$ cat src/rtl/lsu_pkg.sv
// Shared definitions for the load/store unit.
//   - access size encodings as decoded from BYTE_SEL
//   - FSM state constants
//   - byte-enable constants
//   - helpers for size normalisation and alignment checking
package lsu_pkg;

   // Access sizes; BYTE_SEL=2'b11 is folded onto SIZE_W by norm_size().
   localparam logic [1:0] SIZE_B = 2'b00;
   localparam logic [1:0] SIZE_H = 2'b01;
   localparam logic [1:0] SIZE_W = 2'b10;

   // FSM states.
   typedef logic [1:0] lsu_state_t;
   localparam lsu_state_t IDLE = 2'd0;
   localparam lsu_state_t BUSY = 2'd1;
   localparam lsu_state_t DONE = 2'd2;

   // Byte-enable patterns.
   localparam logic [3:0] BE_NONE    = 4'b0000;
   localparam logic [3:0] BE_BYTE0   = 4'b0001;
   localparam logic [3:0] BE_HALF_LO = 4'b0011;
   localparam logic [3:0] BE_HALF_HI = 4'b1100;
   localparam logic [3:0] BE_WORD    = 4'b1111;

   function automatic logic [1:0] norm_size(input logic [1:0] byte_sel);
      logic [1:0] size;
      size = (byte_sel == 2'b11) ? SIZE_W : byte_sel;
      return size;
   endfunction

   function automatic logic is_misaligned(input logic [1:0] size, input logic [1:0] off);
      logic mis;
      case (size)
         SIZE_H:  mis = off[0];
         SIZE_W:  mis = (off != 2'b00);
         default: mis = 1'b0;
      endcase
      return mis;
   endfunction

endpackage

$ cat src/rtl/lsu_load_align.sv
// Load data alignment: picks the addressed byte or halfword lane out of a
// 32-bit bus word and sign- or zero-extends it; words pass through.
//   rdata_i  bus read data
//   size_i   normalised access size (SIZE_B/SIZE_H/SIZE_W)
//   off_i    byte offset within the word
//   sign_i   1 = sign-extend, 0 = zero-extend
//   data_o   formatted load result
module lsu_load_align
   import lsu_pkg::*;
(
   input  logic [31:0] rdata_i,
   input  logic [1:0]  size_i,
   input  logic [1:0]  off_i,
   input  logic        sign_i,
   output logic [31:0] data_o
);

   logic [7:0]  byte_lane;
   logic [15:0] half_lane;

   always_comb begin
      case (off_i)
         2'd0:    byte_lane = rdata_i[7:0];
         2'd1:    byte_lane = rdata_i[15:8];
         2'd2:    byte_lane = rdata_i[23:16];
         default: byte_lane = rdata_i[31:24];
      endcase
      half_lane = off_i[1] ? rdata_i[31:16] : rdata_i[15:0];

      case (size_i)
         SIZE_B:  data_o = {{24{sign_i & byte_lane[7]}}, byte_lane};
         SIZE_H:  data_o = {{16{sign_i & half_lane[15]}}, half_lane};
         default: data_o = rdata_i;
      endcase
   end

endmodule

$ cat src/rtl/load_store_unit.sv
// Load/store unit: runs one memory access at a time on a req/ack bus,
// stalls the core until completion and returns formatted load data.
//   CLK, RST_N                          clock, async active-low reset
//   MEM_READ, MEM_WRITE                 access request (held until LSU_DONE)
//   BYTE_SEL, SIGN, ADDR, WDATA         access size, extension, address, store data
//   RDATA_OUT                           last successful load result
//   LSU_STALL, LSU_DONE                 pipeline hold, one-cycle completion pulse
//   MISALIGN, BUS_TIMEOUT               abort reasons, valid with LSU_DONE
//   BUS_REQ/WE/ADDR/BE/WDATA            data-memory request side
//   BUS_ACK, BUS_RDATA                  data-memory response side
module load_store_unit
   import lsu_pkg::*;
#(
   parameter int unsigned ADDR_W  = 32,
   parameter int unsigned DATA_W  = 32,
   parameter int unsigned TIMEOUT = 255
) (
   input  logic              CLK,
   input  logic              RST_N,
   input  logic              MEM_READ,
   input  logic              MEM_WRITE,
   input  logic [1:0]        BYTE_SEL,
   input  logic              SIGN,
   input  logic [ADDR_W-1:0] ADDR,
   input  logic [DATA_W-1:0] WDATA,
   output logic [DATA_W-1:0] RDATA_OUT,
   output logic              LSU_STALL,
   output logic              LSU_DONE,
   output logic              MISALIGN,
   output logic              BUS_TIMEOUT,
   output logic              BUS_REQ,
   output logic              BUS_WE,
   output logic [ADDR_W-1:0] BUS_ADDR,
   output logic [3:0]        BUS_BE,
   output logic [DATA_W-1:0] BUS_WDATA,
   input  logic              BUS_ACK,
   input  logic [DATA_W-1:0] BUS_RDATA
);

   localparam int unsigned CntW = $clog2(TIMEOUT + 1);
   // Last BUSY cycle index before an unacknowledged access is abandoned.
   localparam logic [CntW-1:0] TimeoutLast = CntW'(TIMEOUT - 1);

   lsu_state_t        state_q, state_d;
   logic              we_q, we_d;
   logic [ADDR_W-1:0] addr_q, addr_d;
   logic [3:0]        be_q, be_d;
   logic [DATA_W-1:0] wdata_q, wdata_d;
   logic [1:0]        size_q, size_d;
   logic              sign_q, sign_d;
   logic [1:0]        off_q, off_d;
   logic [CntW-1:0]   cnt_q, cnt_d;
   logic [DATA_W-1:0] rdata_q, rdata_d;
   logic              mis_q, mis_d;
   logic              tmo_q, tmo_d;

   logic [1:0]        req_size;
   logic [3:0]        req_be;
   logic [DATA_W-1:0] req_wdata;
   logic [DATA_W-1:0] load_data;

   // Lane selection for the incoming request, captured at the accept edge.
   always_comb begin
      req_size = norm_size(BYTE_SEL);
      case (req_size)
         SIZE_B: begin
            req_be    = BE_BYTE0 << ADDR[1:0];
            req_wdata = {4{WDATA[7:0]}};
         end
         SIZE_H: begin
            req_be    = ADDR[1] ? BE_HALF_HI : BE_HALF_LO;
            req_wdata = {2{WDATA[15:0]}};
         end
         default: begin
            req_be    = BE_WORD;
            req_wdata = WDATA;
         end
      endcase
   end

   lsu_load_align u_load_align (
      .rdata_i (BUS_RDATA),
      .size_i  (size_q),
      .off_i   (off_q),
      .sign_i  (sign_q),
      .data_o  (load_data)
   );

   always_comb begin
      state_d = state_q;
      we_d    = we_q;
      addr_d  = addr_q;
      be_d    = be_q;
      wdata_d = wdata_q;
      size_d  = size_q;
      sign_d  = sign_q;
      off_d   = off_q;
      cnt_d   = cnt_q;
      rdata_d = rdata_q;
      mis_d   = mis_q;
      tmo_d   = tmo_q;

      case (state_q)
         IDLE: begin
            mis_d = 1'b0;
            tmo_d = 1'b0;
            cnt_d = '0;
            if (MEM_READ | MEM_WRITE) begin
               if (is_misaligned(req_size, ADDR[1:0])) begin
                  // Abort without touching the bus.
                  state_d = DONE;
                  mis_d   = 1'b1;
               end else begin
                  state_d = BUSY;
                  we_d    = MEM_WRITE;
                  addr_d  = {ADDR[ADDR_W-1:2], 2'b00};
                  be_d    = req_be;
                  wdata_d = req_wdata;
                  size_d  = req_size;
                  sign_d  = SIGN;
                  off_d   = ADDR[1:0];
               end
            end
         end
         BUSY: begin
            cnt_d = cnt_q + CntW'(1);
            // Ack is checked first so an ack on the final cycle still completes.
            if (BUS_ACK) begin
               state_d = DONE;
               if (!we_q) begin
                  rdata_d = load_data;
               end
            end else if (cnt_q == TimeoutLast) begin
               state_d = DONE;
               tmo_d   = 1'b1;
            end
         end
         DONE: begin
            state_d = IDLE;
         end
         default: begin
            state_d = IDLE;
         end
      endcase
   end

   always_ff @(posedge CLK or negedge RST_N) begin
      if (!RST_N) begin
         state_q <= IDLE;
         we_q    <= 1'b0;
         addr_q  <= '0;
         be_q    <= BE_NONE;
         wdata_q <= '0;
         size_q  <= SIZE_B;
         sign_q  <= 1'b0;
         off_q   <= 2'b00;
         cnt_q   <= '0;
         rdata_q <= '0;
         mis_q   <= 1'b0;
         tmo_q   <= 1'b0;
      end else begin
         state_q <= state_d;
         we_q    <= we_d;
         addr_q  <= addr_d;
         be_q    <= be_d;
         wdata_q <= wdata_d;
         size_q  <= size_d;
         sign_q  <= sign_d;
         off_q   <= off_d;
         cnt_q   <= cnt_d;
         rdata_q <= rdata_d;
         mis_q   <= mis_d;
         tmo_q   <= tmo_d;
      end
   end

   // Bus strobes are qualified by BUSY so they fall straight away on reset.
   assign BUS_REQ     = (state_q == BUSY);
   assign BUS_WE      = BUS_REQ & we_q;
   assign BUS_BE      = BUS_REQ ? be_q : BE_NONE;
   assign BUS_ADDR    = addr_q;
   assign BUS_WDATA   = wdata_q;
   assign LSU_DONE    = (state_q == DONE);
   assign MISALIGN    = LSU_DONE & mis_q;
   assign BUS_TIMEOUT = LSU_DONE & tmo_q;
   assign RDATA_OUT   = rdata_q;
   assign LSU_STALL   = (MEM_READ | MEM_WRITE) & ~LSU_DONE;

endmodule

$ cat config.mk
export PLATFORM = sky130hd
export DESIGN_NAME = load_store_unit
export DESIGN_NICKNAME = d
export VERILOG_FILES = /design/src/rtl/lsu_pkg.sv /design/src/rtl/lsu_load_align.sv /design/src/rtl/load_store_unit.sv
export SDC_FILE = /design/constraint.sdc
export NUM_CORES = 1
export LEC_CHECK = 0
export CORE_AREA = 2 2 110 112
export CTS_BUF_LIST = sky130_fd_sc_hd__clkbuf_8
export CTS_CLUSTER_SIZE = 30
export DETAILED_ROUTE_END_ITERATION = 8
export DIE_AREA = 0 0 112 114
export GPL_TIMING_DRIVEN = 0
export PLACE_DENSITY = 0.87
export SLEW_MARGIN = 20
export SYNTH_ARGS = -nofsm -noshare
export SYNTH_HDL_FRONTEND = slang
export SYNTH_SLANG_ARGS = --single-unit
$ cat constraint.sdc
create_clock -name CLK -period 3.51 [get_ports CLK]
set_input_delay 0.8775 -clock CLK [delete_from_list [all_inputs] [get_ports CLK]]
set_output_delay 0.8775 -clock CLK [all_outputs]
set_load 0.005 [all_outputs]
# After elaboration in Yosys (flattened, before gate mapping)
# Cells that the tools add are included.
# word_totals
inputBits,104
wordCells,69
output_inout_bits,106
reg_bits,116
# op_classes
add_sub_neg,1
reduce_logical,10
shifts,1
bitwise,10
eq_ne,13
n_mux,22
# op_table
cell,n
one-hot mux 32 bit (2 select lines),2
one-hot mux 8 bit (3 select lines),1
2-to-1 mux 16 bit,1
one-hot mux 8 bit (2 select lines),1
2-to-1 mux 2 bit,5
AND reduction 3 bit,3
"adder 8 x 1 -> 8 bit, second input constant",1
"equality test 2 x 1 -> 1 bit, second input constant",4
"equality test 2 bit, second input constant",4
"equality test 8 bit, second input constant",1
zero test 2 bit,4
2-to-1 mux 4 bit,2
one-hot mux 4 bit (2 select lines),1
AND 1 bit,6
2-to-1 mux 1 bit,6
"!= test 2 bit, second input constant",2
one-hot mux 1 bit (2 select lines),2
one-hot mux 2 bit (2 select lines),1
nonzero test 2 bit,2
"<< shifter 1 x 2 -> 4 bit, first input constant",1
"!= test 3 x 1 -> 1 bit, second input constant",1
inverter 1 bit,3
"!= test 2 x 1 -> 1 bit, second input constant",1
AND reduction 2 bit,1
bitwise OR 1 bit,1

# Longest topological paths before layout
# Gate-level depths: netlist (run 1).
# logic_depth
depth_word,9
mapped_depth,7
mapped_depth_nobuf,5

# By module
# A second synthesis (run 1) with hierarchy kept.
# hier_totals
hier_cells,481
hier_area_um2,5995.8
# by_module_without_submodules
module,instances,area_per_inst_um2,cells_per_inst,seq_area_each_um2
load_store_unit,1,5119.9,366,2902.8
lsu_load_align,1,875.8,115,0.0

# Worst setup path before layout (run 1)
# OpenSTA, ideal clock, no wires.
# synth_path
path_type,register to output
startpoint,reg state_q[1]
endpoint,out BUS_TIMEOUT
t_arrival_ps,1146
n_path_buf,2
stages_incl_launch_ff,5
slack_ps,1486
required_ps,2633
cell_sequence,dfrtp_1 buf_6 clkbuf_1 nor2b_1 and2_1
# synth_via
elab_chain_cells,2
# synth_lines
item,line_no,source
from (decl),load_store_unit.sv:44,"lsu_state_t state_q, state_d;"
from (signal assigned),load_store_unit.sv:162,state_q <= state_d;
equality test 2 bit,load_store_unit.sv:183,assign LSU_DONE = (state_q == DONE);
via LSU_DONE,load_store_unit.sv:28,"output logic LSU_DONE,"
AND 1 bit,load_store_unit.sv:185,assign BUS_TIMEOUT = LSU_DONE & tmo_q;
to (decl),load_store_unit.sv:30,"output logic BUS_TIMEOUT,"
# The timed path passes the listed nets, and every way through them passes these cells.

# Worst setup path after layout (run 1)
# layout_path
startpoint,reg state_q[1]
endpoint,out MISALIGN
# layout_via
elab_chain_cells,2
# layout_lines
item,line_no,source
equality test 2 bit,load_store_unit.sv:183,
AND 1 bit,load_store_unit.sv:184,assign MISALIGN = LSU_DONE & mis_q;
to (decl),load_store_unit.sv:29,"output logic MISALIGN,"
# Every way passes these cells.

==> impl_metrics.csv, run 1 <==
group,metric,value,unit
sta,fin_ws,0.3393,ns
clocking,clk_pin_slew_worst_paths,0.08,ns
global_routing,grt-ovfl-total,0,
die,die_h,114,um
sta,fin_worst_skew,0.01194,ns
worst_hold_path,hp-class,"in -> async",
worst_setup_path,endpoint_kind,"primary output",
power_and_ir_drop,internal-power,0.004491,W
placement,gp_congestion,0.9259,
synth,synth_cells,528,
power_and_ir_drop,comb_power_share,44.8,%
route,ant_nets,0,
route,detailroute.via_count,5242,
sta,tightest_slew,0.7746,ns
power_and_ir_drop,power_density,818.9,mW/mm^2
worst_setup_path,r2r_cells,5,
worst_setup_path,r2r_slack,1.76,ns
global_routing,track_usage,29.02,%
power_and_ir_drop,ir_drop,497.1,uV
placement,pre_cts_ws,0.4912,ns
power_and_ir_drop,total_power,0.006847,W
global_routing,antenna_found_initial,0,
route,routed_via_density,5.723,
clocking,cts_tree,"built",
clocking,cts.sinks,116,
die,std_cell_rows,40,
clocking,cts_buffer_depth,2,
cells_and_area,finish.cell_count_without_fillers,916,
power_and_ir_drop,seq_power_share,34.9,%
die,die-area,0.01277,mm^2
cells_and_area,antenna_cells,0,
worst_setup_path,r2r-start,"state_q[0]",
cells_and_area,syn_to_final_growth,48.49,%
synth,synth_compound_area_share,17.58,%
cells_and_area,fill_cells,836,
route,first_pass_iters,5,
synth,synthXorXnorAreaFrac,0,%
sta,slew_violations,0,
route,drt-total-wl,18170,um
die,die-width,112,um
synth,avgSynthCellArea,10.66,um^2
cells_and_area,nets,862,
die,ios,210,
sta,period_share,90.33,%
sta,hold_violations,0,
global_routing,grt_pass1_vias,5541,
cells_and_area,design_area,0.008361,mm^2
worst_setup_path,start_kind,"flip-flop",
power_and_ir_drop,p_clk_share,20.2,%
synth,yosysWarnings,0,
worst_setup_path,worst-setup-path-type,"reg -> out",
die,start_util,48.08,%
worst_setup_path,crit_fanout,10,
clocking,cts_resized,0,
clocking,cts_buffers,17,
sta,max_slew_margin,48.36,%
die,coreArea,0.01171,mm^2
clocking,post_cts_buffers,0,
synth,synthFlopType,"dfrtp_1",
placement,io_buffers,207,
synth,async_flop_share,100.0,%
placement,dp_hpwl,13530,um
synth,synthMuxAreaShare,15.00,%
global_routing,grt_pass1_wl,28760,um
cells_and_area,layout-drive-gt1-share,11.18,%
power_and_ir_drop,p_sw_share,34.41,%
sta,fmax,0.3154,GHz
synth,yosysUniqueCellTypes,45,
clocking,ctsRootBufferMaster,"clkbuf_8",
route,drcViolationCount,0,
worst_setup_path,worstPathArrival,2.29,ns
run_status,outcome,"finished clean",
worst_setup_path,cp_data_required_time,2.63,ns
cells_and_area,final_core_util,71.39,%
clocking,clock_latency,0.44,ns
synth,synthSimpleGateAreaFrac,11.49,%
sta,min_period,3.171,ns
route,wl_per_cell,19.84,um
clocking,htreeDepth,4,
clocking,cts_hold_buf,0,
synth,synth_top_family_by_area,"compound AO/OA/AOI/OAI gates",
power_and_ir_drop,p_leak,3.517,nW
synth,ys_seq_area_share,51.56,%
sta,setup_viol,0,
synth,synth-adder-area-share,0.4444,%
synth,synth_edf_count,0,
placement,place_area,0.007919,mm^2
placement,place_inst,884,
job,maxCapViolCount,0,
synth,ys_seq_elements,116,
sta,rsz0062_at_grt,"false",
route,drt_iter0_markers,430,
global_routing,grt_max_degree,83,
worst_setup_path,r2r_end,"BUS_WDATA[4]",
power_and_ir_drop,switching_power,0.002356,W
synth,synth_area,0.005630,mm^2
## registers in the layout, summed over array words and instances, names as in the netlist
signal / flops
we_q: 1
mis_q: 1
RDATA_OUT: 32
tmo_q: 1
state_q: 2
off_q: 2
BUS_WDATA: 32
cnt_q: 8
BUS_ADDR: 30
be_q: 4
size_q: 2
sign_q: 1
## how the worst max path moves through the flow
stage                     from      endpoint  slack (ns)
global placement         RST_N  BUS_ADDR[17]       -2.81
global route        state_q[1]      MISALIGN        0.14
detailed placement    MEM_READ     LSU_STALL        0.49
finish              state_q[1]      MISALIGN        0.34
floorplan           state_q[1]   BUS_TIMEOUT        1.49
CTS                 state_q[1]   BUS_TIMEOUT        0.33
## stage by stage
step	hold slack (ns)	TNS, ns
6_report	0.3256	0
5_1_grt	0.3271	0
4_1_cts	0.3233	0
3_5_place_dp	0.4699	0
3_3_place_gp	0.4528	-325.37
2_1_floorplan	0.4349	0
## layout make-up
cell class / count / area (um^2) / area share, %
Buffer: 38 / 206.4 / 2.469
Clock buffer: 19 / 261.5 / 3.128
Clock inverter: 13 / 180.2 / 2.155
Inverter: 3 / 11.26 / 0.1347
Multi-Input combinational cell: 372 / 2514 / 30.07
Sequential cell: 116 / 2903 / 34.72
Tap cell: 147 / 183.9 / 2.200
Timing Repair Buffer: 208 / 2101 / 25.13
## cell usage after synthesis, types with 2 or more instances
cell type / number / area share (%)
a21o_1: 3 / 0.40
a21oi_1: 44 / 3.9
a22o_1: 13 / 2.0
a31oi_1: 9 / 1.0
and2_1: 7 / 0.78
and3_1: 2 / 0.22
buf_2: 12 / 1.1
buf_4: 7 / 0.93
buf_6: 3 / 0.60
clkbuf_1: 16 / 1.1
dfrtp_1: 116 / 52
ha_1: 2 / 0.44
inv_1: 3 / 0.20
mux2_1: 42 / 8.4
mux2_2: 9 / 1.8
mux2i_1: 27 / 4.8
nand2_1: 65 / 4.3
nand2b_1: 5 / 0.56
nand3_1: 5 / 0.44
nand3b_1: 7 / 0.93
nor2_1: 27 / 1.8
nor2b_1: 4 / 0.44
nor3_1: 3 / 0.27
o211ai_1: 17 / 2.3
o21ai_0: 50 / 4.4
o21ai_2: 10 / 1.6
or2_2: 2 / 0.22
## power groups by stage
stage	sequential, W	clock, W	combinational (W)
3_5_place_dp	0.00240	0	0.00304
6_report	0.00239	0.00138	0.00307
3_3_place_gp	0.00234	0	0.00292
4_1_cts	0.00238	0.00140	0.00308
2_1_floorplan	0.00236	0	0.00131
5_1_grt	0.00246	0.00146	0.00333
## layer usage
metal	part of all wire [%]	routed length, um	track usage (%)
met5	0	0	0
met3	10	1850	10.63
met4	3.6	649	12.93
met2	48	8787	48.00
met1	38	6884	34.18
## critical path, cell delays in order, from the launching register on
cell and delay (ns):
dfrtp_1 0.36, buf_6 0.14, clkbuf_1 0.33, nor2b_1 0.32
and2_1 0.17, clkdlybuf4s50_1 0.53
## cell families after synthesis
| family | after synthesis |
|---|---|
| and+or+nand+nor | 133 |
| DFF | 116 |
| adders and majority gates | 2 |
| other | 1 |
| AOI/OAI and AO/OA | 157 |
| buffers and inverters | 41 |
| muxes | 78 |
## cell usage in the layout (no fill, tap or decap), drive strengths merged, types with 5 or more instances in the layout
master,instances
buf,24
nand2b,5
mux2i,27
nor2,28
dfrtp,116
o211ai,17
a22o,13
clkdlybuf4s50,206
clkbuf,35
nand3b,7
nand3,5
a21oi,45
nand2,65
o21ai,61
and2,7
mux2,51
a31oi,9
clkinv,5
Note: power is estimated with default switching activity, not from simulation.
==> run 2, diff against run 1 <==
Settings changed: ABC_CLOCK_PERIOD_IN_PS from default to 3510.
==> results of run 2 <==
No change in the layout: final DEF, timing and power equal those of run 1.
==> run 3, diff against run 2 <==
Settings changed: CORE_AREA 2 2 110 112 to 2 2 104 106, DIE_AREA 0 0 112 114 to 0 0 106 108, DONT_BUFFER_PORTS from default to 1, PLACE_DENSITY 0.87 to 0.7.
==> impl_metrics.csv, run 3 (synthesis gave the netlist of run 1 again) <==
group,metric,value,unit
sta,fmax,0.3740,GHz
placement,pre_cts_ws,1.295,ns
sta,setup_viol,0,
die,die_h,108,um
worst_setup_path,cp_cell_sequence,"buf_6 -> clkbuf_1 -> nor2b_1 -> and2_1",
cells_and_area,design_area,0.006228,mm^2
clocking,cts_tree,"built",
sta,fin_ws,0.8363,ns
worst_setup_path,slowest_delay,0.36,ns
worst_setup_path,worstPathArrival,1.80,ns
placement,place_inst,665,
route,wl_per_cell,21.31,um
worst_setup_path,cp_data_required_time,2.63,ns
worst_setup_path,cp_num_buf_inv,2,
route,ant_nets,0,
route,first_pass_iters,5,
cells_and_area,syn_to_final_growth,10.62,%
sta,max_slew_margin,48.04,%
cells_and_area,final_cell_mix,"116 x dfrtp_1, 65 x nand2_1, 50 x o21ai_0",
route,drt-total-wl,14850,um
route,drt_iter0_markers,235,
clocking,cts.sinks,116,
global_routing,track_usage,26.53,%
global_routing,grt-ovfl-total,0,
worst_setup_path,endpoint_kind,"primary output",
die,die-area,0.01145,mm^2
power_and_ir_drop,p_leak,2.686,nW
die,ios,210,
die,start_util,55.03,%
clocking,clk_pin_slew_worst_paths,0.07,ns
route,detailroute.via_count,4237,
sta,hold_violations,0,
route,routed_via_density,6.079,
clocking,post_cts_buffers,0,
sta,fin_worst_skew,0.008918,ns
placement,dp_hpwl,11000,um
power_and_ir_drop,ir_drop,472.9,uV
clocking,htreeDepth,4,
sta,min_period,2.674,ns
global_routing,grt_pass1_vias,4439,
placement,io_buffers,0,
clocking,cts_buffers,17,
cells_and_area,layout_commonest_cell,"dfrtp_1",
cells_and_area,antenna_cells,0,
clocking,cts_buffer_depth,2,
global_routing,antenna_found_initial,0,
sta,slew_violations,0,
worst_setup_path,crit_fanout,10,
worst_setup_path,critPathSlowestCell,"dfrtp_1",
die,die-width,106,um
sta,tightest_slew,0.7778,ns
clocking,clock_latency,0.43,ns
run_status,outcome,"finished clean",
placement,gp_congestion,0.9184,
clocking,ctsRootBufferMaster,"clkbuf_8",
placement,place_area,0.005804,mm^2
worst_hold_path,hp-class,"in -> async",
route,drcViolationCount,0,
global_routing,grt_pass1_wl,23320,um
worst_setup_path,cp_top_family,"buffers and inverters",
clocking,cts_hold_buf,0,
global_routing,grt_max_degree,117,
cells_and_area,finish.cell_count_without_fillers,697,
sta,rsz0062_at_grt,"false",
sta,setup_tns,0,ns
job,maxCapViolCount,0,
clocking,cts_resized,0,
die,coreArea,0.01023,mm^2
die,std_cell_rows,37,
worst_setup_path,start_kind,"flip-flop",
worst_setup_path,worst-setup-path-type,"reg -> out",
cells_and_area,nets,654,
power_and_ir_drop,power_density,880.2,mW/mm^2
power_and_ir_drop,total_power,0.005482,W
sta,period_share,76.17,%
cells_and_area,layout-drive-gt1-share,14.80,%
-- run 3: power by group --
part,total [W],internal [W],switching [W]
Sequential,0.00253,0.00196,0.000569
Clock,0.00134,0.000765,0.000572
Combinational,0.00162,0.000713,0.000906
Total,0.00548,0.00344,0.00205
-- run 3: worst reg2reg max path: stages (launching register included) --
cell and delay, ns:
dfrtp_1 0.43, and4bb_2 0.30, buf_2 0.18, o21ai_1 0.10, a21oi_2 0.29, buf_4 0.29
o21ai_2 0.08
-- run 3: per-stage QoR --
| stage | utilization [%] | hold WS [ns] |
|---|---|---|
| 2_1_floorplan | - | 0.4349 |
| 4_1_cts | 60.88 | 0.1274 |
| 3_3_place_gp | 56.73 | 0.4593 |
| 5_1_grt | 60.88 | 0.1070 |
| 3_5_place_dp | 56.73 | 0.4761 |
| 6_report | 60.88 | 0.1457 |
-- run 3: per-layer routing --
metal / track usage [%] / up-vias / share of wire, %
met5: 0 / - / 0
met4: 10.62 / 0 / 2.4
met3: 12.30 / 30 / 12
met2: 44.01 / 241 / 49
met1: 29.94 / 2039 / 37
li1: - / 1927 / -
-- run 3: area by class of cell --
class	count	area, um^2
fillers	880	4003
flip-flops and latches	116	2903
multi-input cells	372	2514
clock buffers	17	234.0
plain buffers	38	206.4
clock inverters	15	190.2
well taps	136	170.2
inverters	3	11.26
-- run 3: final timing paths --
check | from | endpoint | depth (start not counted) | slack, ns
worst max-delay path | state_q[1] | BUS_TIMEOUT | 4 | 0.84
worst min-delay path | RST_N | RDATA_OUT[28] | 0 | 0.15
worst max register to register | we_q | RDATA_OUT[31] | 6 | 1.72
worst min register to register | be_q[1] | be_q[1] | 2 | 0.49
max in group asynchronous | RST_N | RDATA_OUT[10] | 0 | 3.15
min in group CLK | be_q[1] | be_q[1] | 2 | 0.49
